==> src/rtl/tiny16_pkg.sv <==
// Shared definitions for the tiny16 register-file sequencer: opcodes, flag bit positions, FSM states.
package tiny16_pkg;

    localparam logic [3:0] OP_NOP = 4'h0;
    localparam logic [3:0] OP_MOV = 4'h1;
    localparam logic [3:0] OP_LDI = 4'h2;
    localparam logic [3:0] OP_ADD = 4'h3;
    localparam logic [3:0] OP_SUB = 4'h4;
    localparam logic [3:0] OP_AND = 4'h5;
    localparam logic [3:0] OP_OR  = 4'h6;
    localparam logic [3:0] OP_XOR = 4'h7;
    localparam logic [3:0] OP_NOT = 4'h8;
    localparam logic [3:0] OP_SHL = 4'h9;
    localparam logic [3:0] OP_SHR = 4'hA;
    localparam logic [3:0] OP_CMP = 4'hB;
    localparam logic [3:0] OP_OUT = 4'hC;

    localparam int unsigned FLAG_Z = 0;
    localparam int unsigned FLAG_C = 1;
    localparam int unsigned FLAG_N = 2;

    typedef enum logic [1:0] {
        ST_IDLE,
        ST_READ,
        ST_EXEC,
        ST_WB
    } state_t;

    function automatic logic is_write(input logic [3:0] op);
        return (op >= OP_MOV) && (op <= OP_SHR);
    endfunction

    function automatic logic updates_flags(input logic [3:0] op);
        return (op >= OP_MOV) && (op <= OP_CMP);
    endfunction

endpackage

==> src/rtl/tiny16_alu.sv <==
// Combinational tiny16 ALU: result and {N,C,Z} from opcode, source S, destination D and immediate.
module tiny16_alu
    import tiny16_pkg::*;
#(
    parameter int WIDTH = 16
) (
    input  logic [3:0]       op,
    input  logic [WIDTH-1:0] s,
    input  logic [WIDTH-1:0] d,
    input  logic [WIDTH-1:0] imm,
    output logic [WIDTH-1:0] result,
    output logic [2:0]       flags
);

    logic [WIDTH:0] wide;
    logic           carry;

    always_comb begin
        wide   = '0;
        carry  = 1'b0;
        result = '0;
        case (op)
            OP_MOV: result = s;
            OP_LDI: result = imm;
            OP_ADD: begin
                wide   = {1'b0, d} + {1'b0, s};
                result = wide[WIDTH-1:0];
                carry  = wide[WIDTH];
            end
            // The extra top bit of an unsigned subtract is the borrow (D < S)
            OP_SUB, OP_CMP: begin
                wide   = {1'b0, d} - {1'b0, s};
                result = wide[WIDTH-1:0];
                carry  = wide[WIDTH];
            end
            OP_AND: result = d & s;
            OP_OR:  result = d | s;
            OP_XOR: result = d ^ s;
            OP_NOT: result = ~s;
            OP_SHL: begin
                result = {s[WIDTH-2:0], 1'b0};
                carry  = s[WIDTH-1];
            end
            OP_SHR: begin
                result = {1'b0, s[WIDTH-1:1]};
                carry  = s[0];
            end
            default: result = '0;
        endcase
        flags         = '0;
        flags[FLAG_N] = result[WIDTH-1];
        flags[FLAG_C] = carry;
        flags[FLAG_Z] = (result == '0);
    end

endmodule

==> src/rtl/reg_sequencer.sv <==
// tiny16 register-file initiator: accepts a decoded instruction, reads operands, executes and writes back.
module reg_sequencer
    import tiny16_pkg::*;
#(
    parameter int WIDTH = 16,
    parameter int SEL_W = 3
) (
    input  logic             clk,
    input  logic             rst_n,
    input  logic             instr_valid,
    output logic             instr_ready,
    input  logic [3:0]       opcode,
    input  logic [SEL_W-1:0] src_sel_i,
    input  logic [SEL_W-1:0] dst_sel_i,
    input  logic [WIDTH-1:0] imm,
    output logic [SEL_W-1:0] src_sel,
    output logic [SEL_W-1:0] dst_sel,
    output logic             in_en,
    output logic [WIDTH-1:0] in,
    output logic             out_en,
    input  logic [WIDTH-1:0] rf_src,
    input  logic [WIDTH-1:0] rf_dst,
    output logic [2:0]       flags,
    output logic             done,
    output logic             illegal
);

    state_t           state_q, state_d;
    logic [3:0]       op_q;
    logic [WIDTH-1:0] imm_q;
    logic [WIDTH-1:0] result_q;
    logic [WIDTH-1:0] alu_result;
    logic [2:0]       alu_flags;

    tiny16_alu #(.WIDTH(WIDTH)) u_alu (
        .op     (op_q),
        .s      (rf_src),
        .d      (rf_dst),
        .imm    (imm_q),
        .result (alu_result),
        .flags  (alu_flags)
    );

    always_ff @(posedge clk or negedge rst_n) begin
        if (!rst_n) begin
            state_q <= ST_IDLE;
        end else begin
            state_q <= state_d;
        end
    end

    always_ff @(posedge clk or negedge rst_n) begin
        if (!rst_n) begin
            op_q     <= '0;
            imm_q    <= '0;
            src_sel  <= '0;
            dst_sel  <= '0;
            result_q <= '0;
            flags    <= '0;
        end else begin
            if (state_q == ST_IDLE && instr_valid) begin
                op_q    <= opcode;
                imm_q   <= imm;
                src_sel <= src_sel_i;
                dst_sel <= dst_sel_i;
            end
            if (state_q == ST_EXEC) begin
                result_q <= alu_result;
                if (updates_flags(op_q)) begin
                    flags <= alu_flags;
                end
            end
        end
    end

    // Strobes decode from the state register so an async reset clears them at once
    always_comb begin
        state_d     = state_q;
        instr_ready = 1'b0;
        in_en       = 1'b0;
        out_en      = 1'b0;
        done        = 1'b0;
        illegal     = 1'b0;
        case (state_q)
            ST_IDLE: begin
                instr_ready = 1'b1;
                if (instr_valid) begin
                    state_d = ST_READ;
                end
            end
            ST_READ: state_d = ST_EXEC;
            ST_EXEC: state_d = ST_WB;
            ST_WB: begin
                done    = 1'b1;
                in_en   = is_write(op_q);
                out_en  = (op_q == OP_OUT);
                illegal = (op_q > OP_OUT);
                state_d = ST_IDLE;
            end
            default: state_d = ST_IDLE;
        endcase
    end

    assign in = result_q;

endmodule
==> config.mk <==
export PLATFORM = sky130hd
export DESIGN_NAME = reg_sequencer
export DESIGN_NICKNAME = d
export VERILOG_FILES = /design/src/rtl/tiny16_pkg.sv /design/src/rtl/tiny16_alu.sv /design/src/rtl/reg_sequencer.sv
export SDC_FILE = /design/constraint.sdc
export NUM_CORES = 1
export LEC_CHECK = 0
export CORE_UTILIZATION = 40
export CTS_BUF_LIST = sky130_fd_sc_hd__clkbuf_2
export DETAILED_ROUTE_END_ITERATION = 7
export PLACE_DENSITY = 0.75
export SYNTH_ARGS = -nofsm -noshare
export SYNTH_HDL_FRONTEND = slang
export SYNTH_SLANG_ARGS = --single-unit
==> constraint.sdc <==
create_clock -name clk -period 3.05 [get_ports clk]
set_input_delay 0.4575 -clock clk [delete_from_list [all_inputs] [get_ports clk]]
set_output_delay 0.4575 -clock clk [all_outputs]
set_load 0.1 [all_outputs]
## After elaboration in Yosys (flattened, before gate mapping)

Index checks and enable logic that the tools add are counted.

| storage, ports and cells | value |
|---|---|
| bits in registers | 47 |
| output and inout port bits | 30 |
| word-level logic and storage cells | 49 |

| cells by class | value |
|---|---|
| add/sub/neg operators | 2 |
| order comparisons | 4 |
| eq/ne operators | 16 |
| multiplexer cells | 9 |
| bitwise gates (word level) | 4 |
| reductions and logical operators | 7 |

Operators with widths:

| kind | number |
|---|---|
| case mux 16 bit (10 select lines) | 1 |
| equality test 4 bit, second input constant | 5 |
| adder 16 x 16 -> 17 bit | 1 |
| subtractor 16 x 16 -> 17 bit | 1 |
| bitwise AND 16 bit | 1 |
| equality test 4 x 3 -> 1 bit, second input constant | 4 |
| zero test 16 bit | 1 |
| NOT 16 bit | 1 |
| bitwise OR 16 bit | 1 |
| bitwise XOR 16 bit | 1 |
| equality test 4 x 2 -> 1 bit, second input constant | 2 |
| <= comparator 4 bit, second input constant | 2 |
| case mux 2 bit (4 select lines) | 1 |
| 2-to-1 mux 1 bit | 5 |
| equality test 2 bit, second input constant | 2 |
| equality test 4 x 1 -> 1 bit, second input constant | 1 |
| >= comparator 4 x 1 -> 1 bit, second input constant | 1 |
| greater-than comparator 4 bit, second input constant | 1 |
| case mux 1 bit (4 select lines) | 1 |
| logical AND 1 bit | 3 |
| equality test 2 x 1 -> 1 bit, second input constant | 1 |
| zero test 2 bit | 1 |
| 2-to-1 mux 2 bit | 1 |
| != test 2 bit, second input constant | 1 |
| other kinds (2) | 2 |

## Depth between registers and ports, before layout

Gate-level depths: netlist of the first run.

| logic depth | value |
|---|---|
| word-level depth | 4 |
| mapped depth | 13 |
| gate-level depth less buffers | 13 |

## By module

A second synthesis of the first run with hierarchy kept.

| second synthesis, totals | value |
|---|---|
| cell total of the unflattened synthesis | 655 |
| area total of the unflattened synthesis | 5512.8 sq um |

By module, submodules not included:

| module | instances | cells an instance | area an instance (sq um) | seq. area each (sq um) |
|---|---|---|---|---|
| tiny16_alu | 1 | 538 | 3642.2 | 0.0 |
| reg_sequencer | 1 | 117 | 1870.5 | 1176.1 |

## Worst setup path before layout of the first run

No wires, ideal clock.

| path | value |
|---|---|
| path kind | flip-flop to output port |
| from | register state_q[1] |
| to | output port out_en |
| arrival | 3.419 ns |
| required time | 2.592 ns |
| slack | -0.826 ns |
| stages on the path, launching flop included | 4 |
| path buffers | 0 |
| cells stage by stage | dfrtp_1 > ha_1 > nand3_1 > nor3_1 |

| on the way | value |
|---|---|
| cells in the longest elaborated chain, start to end | 2 |

Ends and longest elaborated chain:

| element | line | RTL |
|---|---|---|
| start: declaration | reg_sequencer.sv:28 | `state_t state_q, state_d;` |
| start signal: assignment | reg_sequencer.sv:48 | `state_q <= state_d;` |
| equality test 2 bit | reg_sequencer.sv:84 | `case (state_q)` |
| 2-to-1 mux 1 bit | reg_sequencer.sv:84 |  |
| end: declaration | reg_sequencer.sv:20 | `output logic out_en,` |

No other way between the ends.

## Final worst setup path of the first run

| path | value |
|---|---|
| from | input port rf_src[3] |
| to | register flags[0] |

| on the way | value |
|---|---|
| cells in the longest elaborated chain, start to end | 3 |
| elaborated cells on any way between the ends | 8 |
| those cells by class | add/sub: 2; mux: 1; bitwise: 4; reduce/logical: 1 |

Ends and longest elaborated chain:

| element | line | RTL |
|---|---|---|
| start: declaration | reg_sequencer.sv:21 | `input logic [WIDTH-1:0] rf_src,` |
| subtractor 16 x 16 -> 17 bit (tied with other cells) | tiny16_alu.sv:32 | `wide = {1'b0, d} - {1'b0, s};` |
| case mux 16 bit (10 select lines) * | tiny16_alu.sv:22 | `case (op)` |
| zero test 16 bit * | tiny16_alu.sv:53 | `flags[FLAG_Z] = (result == '0);` |
| end signal: assignment | reg_sequencer.sv:70 | `flags <= alu_flags;` |
| end: declaration | reg_sequencer.sv:23 | `output logic [2:0] flags,` |

Mark *: on every way between the ends. The rest lies on a longest branch, timed or not.
A chain may end at the register's enable or synchronous reset.

==> flow_summary_export.csv, run 1 <==
group,metric,value,unit
floorplanning,initial_core_util,0.414,
power_and_ir_drop,max-vdd-ir-drop,0.000838,V
timing,fmax,334,MHz
placement,place_hpwl,14.8,mm
worst_setup_path,setup.worst_path.end_class,"flip-flop",
finish,post_route_cells_drive_above_1_share,0.377,
routing,routed_wire_length_per_instance,19.1,um
global_route,largest_net_degree_at_the_start_of_global_routing,48,
power_and_ir_drop,power-per-cell-area,869,nW/um^2
global_route,grt_pass1_vias,5877,
routing,drt_drc_violations_left,0,
placement,globalplace.congestion,0.941,
cts,clock_tree.root_cell,"sky130_fd_sc_hd__clkbuf_2",
global_route,grt_pass1_wl,30.2,mm
timing,maxSlewViolCount,0,
yosys,ys_seq_area_frac,0.234,
yosys,synthesis.area,5030,sq um
global_route,grt_antenna_before_repair,0,
yosys,synth-edff-count,0,
routing,vias,5655,
routing,detail_route.wirelength,18.8,mm
finish,syn_to_final_growth,48.5,%
routing,drt_first_iter_violations,424,
routing,first_pass_iters,5,
worst_hold_path,hold_class,"in2async",
routing,antenna_violating_nets_post_route,0,
yosys,synth-warning-count,0,
timing,slew_headroom,0.255,
yosys,synthFlopType,"sky130_fd_sc_hd__dfrtp_1",
floorplanning,floorplan.die_area,13000,sq um
cts,cts_tree,"done",
power_and_ir_drop,total_power,6.49,mW
placement,dp_worst_setup_slack,-0.807,ns
finish,final_common_cell,"sky130_fd_sc_hd__buf_4",
timing,setup_repair_after_global_routing_missed_its_margin,"true",
cts,htreeDepth,2,
cts,cts_buffer_depth,2,
yosys,avgSynthCellArea,8.65,sq um
timing,report.final.setup_viol,0,
finish,num-fill-cells,1074,
worst_setup_path,setup.worst_path.class,"in2reg",
yosys,synth_async_sr_flop_share,1.00,
timing,report.final.hold_viol_count,0,
routing,post_drt_via_cell_ratio,5.73,
outcome,result_of_the_run,"finished, final reports clean",
timing,final_critical_path_setup_slack,0.0529,ns
flow_run,maxCapViolCount,0,
floorplanning,chipHeight,114,um
worst_setup_path,path_max_fanout,6,
timing,worst_slew_pin_slew,1.12,ns
worst_setup_path,crit_required,3.46,ns
finish,finish.net_count,932,
timing,finalCriticalPeriod,3.00,ns
worst_setup_path,critPathLaunchType,"primary input",
global_route,gr-total-overflow,0,
finish,antenna-diode-count,0,
timing,fin_crit_sh,0.983,
floorplanning,std_cell_rows,40,
floorplanning,placeableCoreArea,12200,sq um
cts,clk_pin_slew,0.30,ns
floorplanning,chipWidth,114,um
cts,hold_buffers,0,
finish,layout.cells.most_common_list,"sky130_fd_sc_hd__buf_4, sky130_fd_sc_hd__clkdlybuf4s50_1, sky130_fd_sc_hd__inv_1",
timing,clock_skew,0.0467,ns
floorplanning,design.portCount,91,
yosys,syn-num-nets,696,
cts,cts.sinks,47,
cts,numCtsBuffers,5,
cts,worstSkewPairLatency,0.52,ns
yosys,synthesis.instances,582,
power_and_ir_drop,cellLeakagePower,3.47,nW
yosys,ys_ff_latch,47,
yosys,ys_types,87,
global_route,groute.usage.overall,0.299,
placement,quantity_of_i_o_buffers_inserted_on_ports,90,
worst_setup_path,cp_data_arrival_time,3.41,ns
## cells in the mapped netlist, types with 5 or more instances
library cell                count  area share
sky130_fd_sc_hd__o31ai_1        5      0.0075
sky130_fd_sc_hd__buf_2         11       0.011
sky130_fd_sc_hd__nor3_1        15       0.015
sky130_fd_sc_hd__a22oi_1       12       0.018
sky130_fd_sc_hd__nand3_1        5      0.0050
sky130_fd_sc_hd__a21oi_1       41       0.041
sky130_fd_sc_hd__nand2_1       34       0.025
sky130_fd_sc_hd__nand2b_1       6      0.0075
sky130_fd_sc_hd__nor2b_1        8      0.0099
sky130_fd_sc_hd__buf_4          5      0.0075
sky130_fd_sc_hd__ha_1          51        0.13
sky130_fd_sc_hd__o2111ai_1      7       0.012
sky130_fd_sc_hd__a21o_1        11       0.016
sky130_fd_sc_hd__clkbuf_1      12      0.0089
sky130_fd_sc_hd__dfrtp_1       47        0.23
sky130_fd_sc_hd__nor2_1        45       0.034
sky130_fd_sc_hd__mux2i_1        6       0.012
sky130_fd_sc_hd__o21ai_0       25       0.025
sky130_fd_sc_hd__o211ai_1       8       0.012
sky130_fd_sc_hd__a221oi_1      14       0.024
sky130_fd_sc_hd__a221o_1        6       0.012
sky130_fd_sc_hd__mux2_2        31       0.069
sky130_fd_sc_hd__nand4_1        5      0.0062
sky130_fd_sc_hd__buf_6          7       0.016
sky130_fd_sc_hd__inv_1         54       0.040
## sequential cells by signal, summed over array words and instances, names as in the netlist
register and flops:
state_q 2, in 16, imm_q 16, dst_sel 3
flags 3, op_q 4, src_sel 3
## per-layer routing
| layer | part of all wire | global-route usage | up-vias | wire (um) |
|---|---|---|---|---|
| met2 | 0.47 | 0.503 | 299 | 8890 |
| met5 | 0 | 0 | - | 0 |
| met4 | 0.028 | 0.102 | 0 | 522 |
| li1 | - | - | 2645 | - |
| met3 | 0.078 | 0.0572 | 48 | 1480 |
| met1 | 0.42 | 0.383 | 2663 | 7940 |
## worst max-delay path, cell delays in order
cell                              delay [ns]
sky130_fd_sc_hd__clkdlybuf4s50_1        0.51
sky130_fd_sc_hd__inv_2                  0.07
sky130_fd_sc_hd__ha_4                   0.29
sky130_fd_sc_hd__buf_4                  0.15
sky130_fd_sc_hd__o21ai_1                0.10
sky130_fd_sc_hd__o21ai_2                0.18
sky130_fd_sc_hd__a21oi_2                0.11
sky130_fd_sc_hd__o41ai_4                0.35
sky130_fd_sc_hd__a2111oi_4              0.15
sky130_fd_sc_hd__or4_4                  0.52
sky130_fd_sc_hd__a21oi_4                0.15
sky130_fd_sc_hd__nand4_1                0.12
sky130_fd_sc_hd__o31ai_2                0.25
## layout make-up
| cell class | count | area, sq um | share of cell area |
|---|---|---|---|
| multi-input combinational | 444 | 3700 | 0.495 |
| clock inverter | 2 | 12.5 | 0.00167 |
| timing repair buffer | 265 | 2130 | 0.286 |
| clock buffer | 6 | 30.0 | 0.00402 |
| sequential | 47 | 1180 | 0.158 |
| tap | 168 | 210 | 0.0281 |
| inverter | 55 | 209 | 0.0280 |
## final timing paths
path,startpoint,endpoint,slack [ns],cells after the start
max,rf_src[3],flags[0],0.05,13
min,rst_n,imm_q[7],0.11,1
max reg2reg,op_q[1],flags[0],0.10,11
min reg2reg,in[14],in[14],0.53,1
max in group asynchronous,rst_n,op_q[2],2.16,1
min in group clk,imm[5],imm_q[5],0.51,2
## metrics by stage
stage	hold slack (ns)	util	TNS [ns]	cell area [sq um]	std cells
after floorplan	0.162	-	-0.0258	5040	582
after global placement	0.476	0.585	-5.89	7110	968
after detailed placement	0.483	0.585	-5.71	7110	968
after CTS	0.111	0.611	0	7430	986
after global routing	0.126	0.615	-0.00988	7470	987
final	0.107	0.615	0	7470	987
## repair_timing
action	CTS	global route
pin swaps	19	3
setup buffers	10	1
gates resized for setup	42	9
setup endpoints to repair	5	4
## report_power, final
part	leakage, nW	switching [mW]	internal, mW
clock	0.0306	0.237	0.0594
sequential	0.557	0.265	0.930
combinational	2.88	3.07	1.93
## cells by family (layout without fill, tap and decap cells)
logic type | count (synthesis) | after routing | synth area share
compound gates | 197 | 197 | 0.294
xor+xnor | 1 | 1 | 0.00174
fa+ha+maj | 53 | 53 | 0.135
buf+inv | 91 | 328 | 0.0852
flops | 47 | 47 | 0.234
mux | 40 | 40 | 0.0910
simple gates | 153 | 153 | 0.160
Power figures use the tool's default switching activity.
==> run 2: changes to the inputs <==
Clock period 3.05 ns to 3.2 ns, I/O delays scaled along.
==> run 2 against run 1 <==
Compared with the run above: register-to-register slack better by 0.03 ns; sequential power down 7%; critical endpoint unchanged; first-iteration DRC count down 7.3%; largest power group unchanged; highest routed layer unchanged; global-route usage down 0.61 points; worst setup slack worse by 0.033 ns; combinational power down 6.6%; routed wire length down 2.9%; total power down 6.4%.
==> flow_summary_export.csv, run 2 (same netlist as run 1, synthesis figures left out) <==
group,metric,value,unit
timing,worst_slew_pin_slew,1.10,ns
routing,post_drt_via_cell_ratio,5.62,
routing,antenna_violating_nets_post_route,0,
cts,cts_tree,"done",
placement,globalplace.congestion,0.981,
finish,final_common_cell,"sky130_fd_sc_hd__buf_4",
finish,syn_to_final_growth,43.9,%
outcome,result_of_the_run,"finished, final reports clean",
placement,placedInstanceArea,7120,sq um
timing,clock_skew,0.0731,ns
worst_setup_path,setup.worst_path.end_class,"flip-flop",
global_route,grt_pass1_vias,5550,
placement,quantity_of_i_o_buffers_inserted_on_ports,90,
global_route,grt_pass1_wl,29.4,mm
timing,fmax,314,MHz
finish,antenna-diode-count,0,
finish,layout.cells.most_common_list,"sky130_fd_sc_hd__buf_4, sky130_fd_sc_hd__clkdlybuf4s50_1, sky130_fd_sc_hd__inv_1",
finish,fin_area,7250,sq um
floorplanning,chipHeight,114,um
worst_setup_path,critPathLaunchType,"primary input",
routing,drt_drc_violations_left,0,
cts,clk_pin_slew,0.33,ns
timing,final_critical_path_setup_slack,0.0194,ns
power_and_ir_drop,cellLeakagePower,3.40,nW
floorplanning,std_cell_rows,40,
timing,report.final.hold_viol_count,0,
global_route,grt_antenna_before_repair,0,
timing,report.final.setup_viol,0,
cts,clock_tree.root_cell,"sky130_fd_sc_hd__clkbuf_2",
worst_hold_path,hold_class,"in2async",
worst_setup_path,largest_stage_delay_on_the_critical_path,0.49,ns
cts,worstSkewPairLatency,0.54,ns
worst_setup_path,critical_path.cell_chain,"clkdlybuf4s50_1 -> inv_1 -> ha_1 -> inv_1 -> fa_2 -> nand2b_1 -> buf_4 -> a221oi_1 -> o22a_1 -> o211ai_1 -> a31o_2 -> a221o_1 -> a21oi_1 -> nand2_1 -> o31ai_2",
cts,numCtsBuffers,5,
routing,first_pass_iters,5,
finish,final_cells,975,
power_and_ir_drop,power-per-cell-area,839,nW/um^2
cts,hold_buffers,0,
floorplanning,design.portCount,91,
flow_run,maxCapViolCount,0,
worst_setup_path,critical_path_buf_inv_count,4,
floorplanning,placeableCoreArea,12200,sq um
routing,drt_first_iter_violations,393,
timing,finalCriticalPeriod,3.18,ns
floorplanning,floorplan.die_area,13000,sq um
worst_setup_path,path_max_fanout,3,
routing,detail_route.wirelength,18.3,mm
worst_setup_path,crit_top_cell,"sky130_fd_sc_hd__inv_1",
placement,dp.cells,966,
finish,finish.net_count,920,
finish,post_route_cells_drive_above_1_share,0.332,
timing,slew_headroom,0.265,
worst_setup_path,crit_required,3.64,ns
finish,finalCoreUtilization,0.596,
timing,timing.setup.tns,0,ns
placement,place_hpwl,14.6,mm
floorplanning,initial_core_util,0.414,
timing,maxSlewViolCount,0,
placement,dp_worst_setup_slack,-0.762,ns
cts,htreeDepth,2,
worst_setup_path,setup.worst_path.class,"in2reg",
timing,hold-worst-slack,0.0945,ns
power_and_ir_drop,max-vdd-ir-drop,0.000702,V
worst_setup_path,cp_slowest_cell,"sky130_fd_sc_hd__clkdlybuf4s50_1",
power_and_ir_drop,total_power,6.08,mW
timing,fin_crit_sh,0.994,
routing,routed_wire_length_per_instance,18.7,um
global_route,gr-total-overflow,0,
global_route,groute.usage.overall,0.293,
cts,cts_buffer_depth,2,
global_route,largest_net_degree_at_the_start_of_global_routing,48,
cts,cts.sinks,47,
worst_setup_path,cpLargestDelayFamily,"compound AO/OA/AOI/OAI gates",
timing,setup_repair_after_global_routing_missed_its_margin,"true",
routing,vias,5484,
floorplanning,chipWidth,114,um
worst_setup_path,cp_data_arrival_time,3.62,ns
run 2: cell count changes in the layout (fill, tap and decap cells not counted), sizes merged:
cell,previous run,this run
dlygate4sd2,3,1
clkinv,2,1
buf,206,188
clkinvlp,0,1
clkdlybuf4s50,56,64
run 2: report_power, final:
part	leakage, nW	internal, mW	switching (mW)	total [mW]
clock	0.0290	0.0552	0.234	0.289
sequential	0.560	0.882	0.241	1.12
combinational	2.81	1.79	2.88	4.67
total	3.40	2.73	3.35	6.08
run 2: layout make-up:
type                       count  area (sq um)
clock buffer                   6          30.0
clock inverter                 2          12.5
fill                        1064          4920
inverter                      55           209
multi-input combinational    444          3540
sequential                    47          1180
tap                          168           210
timing repair buffer         253          2070
run 2: layer usage:
metal  GRT usage  vias up  wire, um
met5           0        -         0
met4      0.0996        0       486
met3      0.0566       33      1300
met2       0.475      233      8360
met1       0.389     2601      8140
li1            -     2617         -
run 2: final timing paths:
path / start / end / slack (ns) / cells after the start
max reg2reg: op_q[0] / flags[0] / 0.13 / 12
min: rst_n / op_q[2] / 0.09 / 1
min reg2reg: in[0] / in[0] / 0.53 / 1
max in group asynchronous: rst_n / in[0] / 2.37 / 1
max: rf_dst[0] / flags[0] / 0.02 / 15
min in group clk: imm[2] / imm_q[2] / 0.52 / 2
run 2: timing repair:
item / in CTS / in global routing
cloned: 0 / 0
endpoints found under the setup margin: 3 / 2
buffers inserted: 0 / 1
pin swaps: 4 / 3
resized for setup: 11 / 9
